### config.mk
export PLATFORM = sky130hd
export DESIGN_NAME = bcd_count_ctrl
export DESIGN_NICKNAME = d
export VERILOG_FILES = /design/src/rtl/bcd_count_ctrl.sv
export SDC_FILE = /design/constraint.sdc
export NUM_CORES = 1
export LEC_CHECK = 0
export CAP_MARGIN = 20
export CORE_MARGIN = 2
export CORE_UTILIZATION = 28
export DETAILED_ROUTE_END_ITERATION = 10
export PLACE_DENSITY = 0.54
export SYNTH_ARGS = -nofsm -noshare
export SYNTH_HDL_FRONTEND = slang
export SYNTH_SLANG_ARGS = --single-unit
### constraint.sdc
create_clock -name mclk -period 2.8 [get_ports mclk]
set_input_delay 0.7 -clock mclk [delete_from_list [all_inputs] [get_ports mclk]]
set_output_delay 0.7 -clock mclk [all_outputs]
set_load 0.005 [all_outputs]
### src/rtl/bcd_count_ctrl.sv
`default_nettype none
// ============================================================================
// Module   : bcd_count_ctrl
// Purpose  : Stopwatch controller for a 4-digit BCD counter with prescaled
//            tick, lap-hold display freeze and sticky overflow.
// Revision : 1.0  initial release
// ============================================================================
module bcd_count_ctrl #(
    parameter int DIV = 10
) (
    input  logic        mclk,
    input  logic        rst,
    input  logic        start_stop,
    input  logic        clear,
    input  logic        lap,
    output logic [15:0] cnt,
    output logic [15:0] disp,
    output logic        running,
    output logic        frozen,
    output logic        tick,
    output logic        ovf
);

    localparam logic [15:0] c_PRESC_MAX = 16'(DIV - 1);

    typedef enum logic [1:0] {
        S_IDLE  = 2'd0,
        S_RUN   = 2'd1,
        S_LAP   = 2'd2,
        S_PAUSE = 2'd3
    } state_t;

    state_t      r_state;
    state_t      w_state_nxt;
    logic [15:0] r_presc;
    logic [15:0] w_presc_nxt;
    logic [15:0] r_cnt;
    logic [15:0] w_cnt_nxt;
    logic [15:0] w_cnt_inc;
    logic [15:0] r_lap;
    logic [15:0] w_lap_nxt;
    logic        r_ovf;
    logic        w_ovf_nxt;
    logic        w_counting;
    logic        w_tick;
    logic        w_carry;

    assign w_counting = (r_state == S_RUN) || (r_state == S_LAP);
    assign w_tick     = w_counting && (r_presc == c_PRESC_MAX);

    // Ripple carry through the decades; a digit at 9 (or corrupt >9) wraps to 0.
    always_comb begin
        w_cnt_inc = r_cnt;
        w_carry   = 1'b1;
        for (int i = 0; i < 4; i++) begin
            if (w_carry) begin
                if (r_cnt[4*i +: 4] >= 4'd9) begin
                    w_cnt_inc[4*i +: 4] = 4'd0;
                end else begin
                    w_cnt_inc[4*i +: 4] = r_cnt[4*i +: 4] + 4'd1;
                end
                w_carry = (r_cnt[4*i +: 4] >= 4'd9);
            end
        end
    end

    always_comb begin
        w_state_nxt = r_state;
        w_presc_nxt = r_presc;
        w_cnt_nxt   = r_cnt;
        w_lap_nxt   = r_lap;
        w_ovf_nxt   = r_ovf;

        if (w_counting) begin
            w_presc_nxt = w_tick ? 16'd0 : r_presc + 16'd1;
        end
        if (w_tick) begin
            w_cnt_nxt = w_cnt_inc;
            if (r_cnt == 16'h9999) begin
                w_ovf_nxt = 1'b1;
            end
        end

        case (r_state)
            S_IDLE: begin
                w_presc_nxt = 16'd0;
                if (start_stop) begin
                    w_state_nxt = S_RUN;
                end
            end
            S_RUN: begin
                if (start_stop) begin
                    w_state_nxt = S_PAUSE;
                end else if (lap) begin
                    w_state_nxt = S_LAP;
                    w_lap_nxt   = r_cnt;
                end
            end
            S_LAP: begin
                if (start_stop) begin
                    w_state_nxt = S_PAUSE;
                end else if (lap) begin
                    w_state_nxt = S_RUN;
                end
            end
            S_PAUSE: begin
                if (start_stop) begin
                    w_state_nxt = S_RUN;
                end else if (clear) begin
                    w_state_nxt = S_IDLE;
                    w_cnt_nxt   = 16'd0;
                    w_presc_nxt = 16'd0;
                    w_ovf_nxt   = 1'b0;
                end
            end
            default: begin
                w_state_nxt = S_IDLE;
            end
        endcase
    end

    always_ff @(posedge mclk or posedge rst) begin
        if (rst) begin
            r_state <= S_IDLE;
            r_presc <= 16'd0;
            r_cnt   <= 16'd0;
            r_lap   <= 16'd0;
            r_ovf   <= 1'b0;
        end else begin
            r_state <= w_state_nxt;
            r_presc <= w_presc_nxt;
            r_cnt   <= w_cnt_nxt;
            r_lap   <= w_lap_nxt;
            r_ovf   <= w_ovf_nxt;
        end
    end

    assign cnt     = r_cnt;
    assign frozen  = (r_state == S_LAP);
    assign running = w_counting;
    assign tick    = w_tick;
    assign ovf     = r_ovf;
    assign disp    = frozen ? r_lap : r_cnt;

endmodule
`default_nettype wire
==> flow_summary.toml, run 1 <==
[cells_and_area]
n_antenna_cell = 0
final_nets = 377
final_cell_area_um2 = 3740
syn_to_final_growth_pct = 26.6
fillers = 1065
drive_gt1_share_pct = 13.0

[sta]
clock-skew-final_ps = 7.43
fmax_mhz = 370
hold_viol = 0
post-route-period-util_pct = 96.6
relSlewSlack_pct = 55.2
fin_tns_setup_ps = 0
min_period_ps = 2710
rsz0062_at_grt = "no"
whs_ps = 487
worst_pin_slew_ps = 672
finalSetupViolCount = 0
slew_violations = 0

[floorplan]
core_area_um2 = 10300
die_w_um = 107
fp-row-count = 37
die_h_um = 107
io-pin-count = 41
start_util_pct = 28.8
die_area_um2 = 11400

[clock_network]
clk_latency_ps = 320
cts_tree = "done"
ctsLongestPathBuffers = 2
root_buffer = "clkbuf_8"
clkSinkCount = 51
clk_pin_slew_ps = 100
numCtsBuffers = 5
cts.htree.levels = 2

[drt]
postRouteAntennaNets = 0
vias_per_cell = 4.97
drt_wl_total_um = 7420
drtIter0Drc = 62
wl_per_cell_um = 15.1
post-route-drc-count = 0
vias = 2438
drt-pass1-iter-count = 4

[synth]
syn_inst = 309
synth.top_cells.by_count = "dfrtp_1 (51), nand2_1 (31), o21ai_0 (28)"
yosys_register_bits = 51
synth_largest_area_cell = "dfrtp_1"
syn_area_um2 = 2960
synth_cell_types = 47
synth_area_leaders = "dfrtp_1 (43%), ha_1 (7.6%), mux2_2 (5.3%)"
synthFlopType = "dfrtp_1"
yosysSeqAreaShare_pct = 43.1
synth.most_common_cell = "dfrtp_1"
yosys_warnings = 0
synth-edff-count = 0
synth_nets = 332
syn_avg_cell_area_um2 = 9.57
synthArstFlopShare_pct = 100
synth_top_area_share_pct = 43.1

[status]
status = "completed"

[power_and_ir_drop]
switching_share_pct = 33.2
power_frac_clock_pct = 26.7
seq_power_share_pct = 39.6
comb_power_share_pct = 33.6
switchingPower_w = 0.000770
finalPower_w = 0.00232
p_leak_nw = 1.59
peakVddDrop_uv = 255
cellInternalPower_w = 0.00155
p_per_area_nw_per_um2 = 620

[placed_design]
hpwl_um = 5140
portBuffers = 40
gp_congestion = 0.778
detailed_place.area_um2 = 3550

[global_route]
grt_max_degree = 52
overflow = 0
grt_pass1_wl_um = 12400
antenna_found_initial = 0
globalRouteTotalUtil_pct = 13.6
grt_pass1_vias = 2458

[worst_setup_path]
cpMaxStageDelayCell = "dfrtp_2"
path_buf_inv = 3
path_class = "flop to output pin"
cp.required_ps = 2100
reg2reg_slack_ps = 610
worstPathArrival_ps = 2010
worstPathMaxFanout = 14
cpPeakStageDelay_ps = 450
reg2reg_depth = 7
r2r-end = "cnt[15]"
cp_top_family = "buffers and inverters"
crit_chain = "inv_1 -> ha_4 -> buf_12 -> mux2_2 -> clkdlybuf4s50_1"
crit_path_start_kind = "flop"
r2r-start = "r_state[1]"
worstSetupEndpointType = "output pin"

[job]
cap_violations = 0

[min_path]
whs_endpoint = "r_lap[9]"
hold_path.class = "flop to flop"
hold_start = "r_lap[9]"
hold_path_depth = 2
## flip-flops by register name, indices dropped and copies added (netlist names)
signal / count
cnt: 16
r_lap: 16
r_presc: 16
r_state: 2
ovf: 1
## metrics by stage
stage | util [%] | cells | worst slack [ps]
final | 36.4 | 491 | 94.1
after global routing | 36.4 | 491 | 22.2
after CTS | 35.8 | 488 | 32.1
after detailed placement | 34.6 | 480 | 126
after global placement | 34.6 | 480 | 168
after floorplan | - | 309 | 504
## placed cells by master, fill, tap and decap left out, types with 7 or more instances in the layout
cell,synthesis,final
nand3_1,10,10
o21ai_0,28,27
inv_1,16,15
ha_1,18,17
xor2_1,7,7
buf_4,0,10
clkdlybuf4s50_1,0,39
nand2_1,31,31
a21oi_1,15,15
mux2_2,14,14
nand4_1,12,12
nor2_1,21,20
dfrtp_1,51,49
## tightest hold or removal path, delay by kind of cell (launching register included)
kind	cells	cell delay (ps)
AOI/OAI and AO/OA	1	60
DFF	1	350
and+or+nand+nor	1	40
## power groups by stage
| stage | combinational [W] | sequential [W] | clock (W) |
|---|---|---|---|
| after global placement | 0.000721 | 0.000928 | 0 |
| after detailed placement | 0.000726 | 0.000930 | 0 |
| after CTS | 0.000732 | 0.000916 | 0.000642 |
| after global routing | 0.000879 | 0.000937 | 0.000661 |
| final | 0.000781 | 0.000920 | 0.000620 |
| after floorplan | 0.000454 | 0.000906 | 0 |
## per-layer routing
metal  global-route usage [%]  up-vias  wire length, um
li1                         -     1186                -
met1                     17.5     1189             3460
met2                     22.7       55             3490
met3                     3.10        8              360
met4                     4.08        0              112
met5                        0        -                0
## what timing repair did
| action | 4_1_cts | 5_1_grt |
|---|---|---|
| setup endpoints to repair | 0 | 11 |
| setup buffers | 0 | 1 |
| hold endpoints to repair | 0 | 0 |
| hold buffers | 0 | 0 |
| gates resized for setup | 0 | 7 |
## how the worst max path moves through the flow
stage / start / endpoint / depth (start not counted)
finish: r_state[0] / disp[11] / 5
global route: r_state[0] / disp[14] / 5
CTS: r_state[0] / disp[11] / 5
detailed placement: start_stop / r_presc[2] / 5
global placement: start_stop / r_presc[11] / 5
floorplan: r_state[0] / disp[14] / 5
## cell type report
cell class              count  area, um^2  area share (%)
clock buffers               6        72.6            1.94
clock inverters             2        60.1            1.60
multi-input cells         228        1580            42.2
flip-flops and latches     51        1280            34.2
well taps                 136         170            4.55
repair buffers             52         523            14.0
inverters                  16        60.1            1.60
## cell families after synthesis
group,count (synthesis),synth area share (%)
xor gates and xnor gates,13,3.85
DFF,51,43.1
buffers and inverters,30,3.98
and+or+nand+nor,122,23.8
muxes,16,6.01
AOI/OAI and AO/OA,59,11.6
adders and majority gates,18,7.61
(Power assumes the default switching activity.)
==> inputs of run 2 (changes only) <==
--- a/config.mk
+++ b/config.mk
@@ -13,3 +13,4 @@
 export SYNTH_ARGS = -nofsm -noshare
 export SYNTH_HDL_FRONTEND = slang
 export SYNTH_SLANG_ARGS = --single-unit
+export TNS_END_PERCENT = 20
==> constraint.sdc (replaced) <==
create_clock -name mclk -period 3.1 [get_ports mclk]
set_input_delay 0.775 -clock mclk [delete_from_list [all_inputs] [get_ports mclk]]
set_output_delay 0.775 -clock mclk [all_outputs]
set_load 0.005 [all_outputs]
==> run 2 against run 1 <==
  * Highest routed layer unchanged
  * Count of clock-buffer cells in the layout rose by 1
  * Global-route usage shrank 0.78 points
  * Critical path depth increased by 1
  * Sequential power decreased by 10%
  * Non-clock buffer count decreased by 5
  * Combinational power down 18%
  * Worst setup slack better by 95 ps
  * Die area unchanged
  * Clock skew is 4.9 ps higher
  * First-iteration DRC count increased by 120%
  * Register-to-register slack gained 250 ps
==> flow_summary.toml, run 2 (synthesized netlist as in run 1, its figures left out) <==
[worst_setup_path]
worstSetupEndpointType = "output pin"
cpPeakStageDelay_ps = 540
crit_chain = "inv_1 -> ha_2 -> buf_4 -> nand2_1 -> o21ai_0 -> clkdlybuf4s50_1"
crit_path_start_kind = "flop"
path_class = "flop to output pin"
path_buf_inv = 3
worstPathArrival_ps = 2140
cp_top_family = "buffers and inverters"
cp.required_ps = 2320
cpMaxStageDelayCell = "clkdlybuf4s50_1"
worstPathMaxFanout = 20

[global_route]
antenna_found_initial = 0
grt_max_degree = 52
grt_pass1_vias = 2348
overflow = 0
globalRouteTotalUtil_pct = 12.8
grt_pass1_wl_um = 11700

[drt]
wl_per_cell_um = 14.3
vias_per_cell = 4.90
vias = 2379
post-route-drc-count = 0
drt-pass1-iter-count = 4
drtIter0Drc = 135
drt_wl_total_um = 6940
postRouteAntennaNets = 0

[clock_network]
numCtsBuffers = 5
ctsLongestPathBuffers = 2
clk_pin_slew_ps = 100
clk_latency_ps = 300
clkSinkCount = 51
root_buffer = "clkbuf_8"
cts_tree = "done"
cts.htree.levels = 2
cts_setup_buffers = 0

[sta]
clock-skew-final_ps = 12.3
post-route-period-util_pct = 93.9
relSlewSlack_pct = 51.7
fin_tns_setup_ps = 0
rsz0062_at_grt = "no"
slew_violations = 0
min_period_ps = 2910
hold_viol = 0
worst_pin_slew_ps = 719
setup_ws_ps = 189
finalSetupViolCount = 0
fmax_mhz = 344

[power_and_ir_drop]
peakVddDrop_uv = 219
finalPower_w = 0.00187
p_leak_nw = 1.53
p_per_area_nw_per_um2 = 513

[cells_and_area]
final_cells = 486
syn_to_final_growth_pct = 22.8
final_nets = 372
drive_gt1_share_pct = 10.9
n_antenna_cell = 0
mostFrequentLayoutCell = "dfrtp_1"
layout_common_cells = "dfrtp_1 (51), clkdlybuf4s50_1 (40), nand2_1 (31)"

[placed_design]
pre_cts_ws_ps = 315
placedCellCount = 477
portBuffers = 40
hpwl_um = 5070
gp_congestion = 0.813

[floorplan]
core_area_um2 = 10300
start_util_pct = 28.8
die_area_um2 = 11400
die_h_um = 107
fp-row-count = 37
die_w_um = 107
io-pin-count = 41

[job]
cap_violations = 0

[min_path]
hold_path.class = "flop to flop"

[status]
status = "completed"
run 2: cell types whose count changed in the layout (fill, tap and decap cells not counted), sizes merged:
cell           before  now
buf                11    7
bufinv              2    0
clkdlybuf4s50      39   40
clkinv              0    1
dlymetal6s2s        1    0
run 2: worst min-delay path, delay by kind of cell, from the launching register on:
family	cells	cell delay, ps
AND/OR/NAND/NOR	1	40
flip-flops	1	350
AO/OA/AOI/OAI	1	60
run 2: per-stage QoR:
stage                     hold WS [ps]  cell area, um^2  util (%)
after detailed placement           470             3530      34.3
after global routing               513             3630      35.4
after global placement             462             3530      34.3
after floorplan                    450             2960         -
final                              487             3630      35.4
after CTS                          492             3620      35.3
run 2: cell type report:
cell class	count	area [um^2]
Clock buffer	7	86.3
Inverter	16	60.1
Clock inverter	1	8.76
Fill cell	1067	6640
Tap cell	136	170
Multi-Input combinational cell	228	1570
Sequential cell	51	1280
Timing Repair Buffer	47	465
run 2: worst paths after layout:
| path | slack (ps) | startpoint | to | cells past startpoint |
|---|---|---|---|---|
| setup / recovery | 190 | r_state[0] | disp[4] | 6 |
| hold / removal | 490 | r_lap[7] | r_lap[7] | 2 |
| setup reg to reg | 860 | r_state[0] | r_presc[15] | 7 |
| hold reg to reg | 490 | r_lap[7] | r_lap[7] | 2 |
| max in group asynchronous | 2020 | rst | cnt[8] | 3 |
| min in group asynchronous | 820 | rst | r_state[0] | 3 |
run 2: what timing repair did:
item                                    4_1_cts  5_1_grt
hold buffers                                  0        0
endpoints found under the setup margin        0        9
gates resized for setup                       0        1
run 2: power by group:
| group | internal [W] | leakage, nW | switching (W) |
|---|---|---|---|
| clock | 0.000183 | 0.0484 | 0.000219 |
| sequential | 0.000745 | 0.701 | 0.0000809 |
| combinational | 0.000286 | 0.777 | 0.000351 |
| total | 0.00121 | 1.53 | 0.000651 |
run 2: routing by layer:
layer	GRT usage, %	part of all wire, %	up-vias
met5	0	0	-
met4	2.69	0.39	0
met3	2.61	4.4	2
met2	21.5	49	49
met1	17.1	46	1145
li1	-	-	1183
==> inputs of run 3 (changes only) <==
--- a/config.mk
+++ b/config.mk
@@ -6,10 +6,11 @@
 export NUM_CORES = 1
 export LEC_CHECK = 0
 export CAP_MARGIN = 20
+export CORE_ASPECT_RATIO = 0.7
 export CORE_MARGIN = 2
-export CORE_UTILIZATION = 28
+export CORE_UTILIZATION = 43
 export DETAILED_ROUTE_END_ITERATION = 10
-export PLACE_DENSITY = 0.54
+export PLACE_DENSITY = 0.73
 export SYNTH_ARGS = -nofsm -noshare
 export SYNTH_HDL_FRONTEND = slang
 export SYNTH_SLANG_ARGS = --single-unit
==> run 3 against run 2 <==
  * First-iteration DRC count rose by 35%
  * Sequential share of layout area increased by 0.68 points
  * Worst setup slack gained 84 ps
  * Largest power group unchanged
  * Sequential power grew 0.5%
  * Largest cell class unchanged
  * Core utilization up 18 points
  * Via count up 2.4%
  * Fmax is 3.0% higher
  * Count of clock-buffer cells in the layout fell by 2
  * Cell count shrank 8.8%
==> flow_summary.toml, run 3 (synthesized netlist as in run 1, its figures left out) <==
[status]
status = "completed"

[floorplan]
die_w_um = 103
io-pin-count = 41
start_util_pct = 44.2
die_area_um2 = 7570
die_h_um = 73.4
fp-row-count = 25
core_area_um2 = 6690

[global_route]
grt_pass1_vias = 2158
globalRouteTotalUtil_pct = 19.6
grt_max_degree = 52
grt_pass1_wl_um = 11300
overflow = 0
antenna_found_initial = 0

[power_and_ir_drop]
p_per_area_nw_per_um2 = 525
p_leak_nw = 1.51
finalPower_w = 0.00187
peakVddDrop_uv = 203

[clock_network]
ctsLongestPathBuffers = 2
cts.htree.levels = 2
clkSinkCount = 51
clk_pin_slew_ps = 100
root_buffer = "clkbuf_8"
numCtsBuffers = 5
cts_tree = "done"
clk_latency_ps = 310
cts_setup_buffers = 0

[sta]
clock-skew-final_ps = 6.82
setup_ws_ps = 273
fmax_mhz = 354
finalSetupViolCount = 0
fin_tns_setup_ps = 0
post-route-period-util_pct = 91.2
min_period_ps = 2830
relSlewSlack_pct = 52.5
hold_viol = 0
worst_pin_slew_ps = 706
rsz0062_at_grt = "no"
slew_violations = 0

[min_path]
hold_path.class = "flop to flop"

[worst_setup_path]
crit_chain = "inv_1 -> ha_1 -> inv_1 -> nor2_1 -> clkdlybuf4s50_1"
path_class = "flop to output pin"
crit_path_start_kind = "flop"
worstSetupEndpointType = "output pin"
worstPathMaxFanout = 7
cp.required_ps = 2320
cpMostUsedCell = "inv_1"
worstPathArrival_ps = 2050
cpPeakStageDelay_ps = 540
cpMaxStageDelayCell = "clkdlybuf4s50_1"

[drt]
postRouteAntennaNets = 0
drt-pass1-iter-count = 7
drtIter0Drc = 182
drt_wl_total_um = 6790
wl_per_cell_um = 15.3
vias_per_cell = 5.50
vias = 2436
post-route-drc-count = 0

[cells_and_area]
syn_to_final_growth_pct = 20.5
final_nets = 371
n_antenna_cell = 0
mostFrequentLayoutCell = "dfrtp_1"
layout_common_cells = "dfrtp_1 (51), clkdlybuf4s50_1 (40), nand2_1 (31)"
drive_gt1_share_pct = 10.9

[placed_design]
pre_cts_ws_ps = 207
hpwl_um = 4820
gp_congestion = 0.836
portBuffers = 40

[job]
cap_violations = 0
## run 3: per-stage QoR
step | hold WS, ps | util, % | instances | instance area (um^2)
after global placement | 461 | 51.6 | 434 | 3460
after CTS | 493 | 53.0 | 442 | 3550
after detailed placement | 470 | 51.6 | 434 | 3460
final | 488 | 53.3 | 443 | 3560
after floorplan | 450 | - | 309 | 2960
after global routing | 525 | 53.3 | 443 | 3560
## run 3: area by class of cell
class	count	area, um^2
clock inverter	3	20.0
multi-input combinational	228	1580
sequential	51	1280
inverter	16	60.1
clock buffer	5	68.8
fill	629	3130
tap	94	118
timing repair buffer	46	445
## run 3: timing repair
item,CTS,global route
endpoints found under the setup margin,16,1
pin swaps,0,0
hold buffers,0,0
resized for setup,1,1
cloned,0,0
hold endpoints to repair,0,0
## run 3: worst paths after layout
path,start,to,slack [ps],cells past startpoint
max in group asynchronous,rst,r_lap[14],1710,3
max,r_state[1],tick,270,5
min in group asynchronous,rst,r_state[0],940,3
min,r_lap[5],r_lap[5],490,2
max reg2reg,r_state[1],r_presc[15],830,7
min reg2reg,r_lap[5],r_lap[5],490,2
## run 3: per-layer routing
| metal | vias to the layer above | part of all wire (%) | track usage (%) | wire length, um |
|---|---|---|---|---|
| met3 | 10 | 5.7 | 3.71 | 384 |
| met1 | 1161 | 54 | 32.7 | 3630 |
| met4 | 0 | 1.4 | 6.29 | 95 |
| met2 | 79 | 39 | 24.6 | 2670 |
| li1 | 1186 | - | - | - |
| met5 | - | 0 | 0 | 0 |
## run 3: power by group
| part | internal [W] | switching, W | total, W |
|---|---|---|---|
| Sequential | 0.000745 | 0.0000852 | 0.000830 |
| Combinational | 0.000291 | 0.000360 | 0.000651 |
| Clock | 0.000158 | 0.000231 | 0.000389 |
## run 3: worst max-delay path, delay by kind of cell, from the launching register on
kind / cells / cell delay, ps
adder cells (fa/ha/maj): 1 / 310
AND/OR/NAND/NOR: 1 / 210
buffers and inverters: 3 / 760
flip-flops: 1 / 470
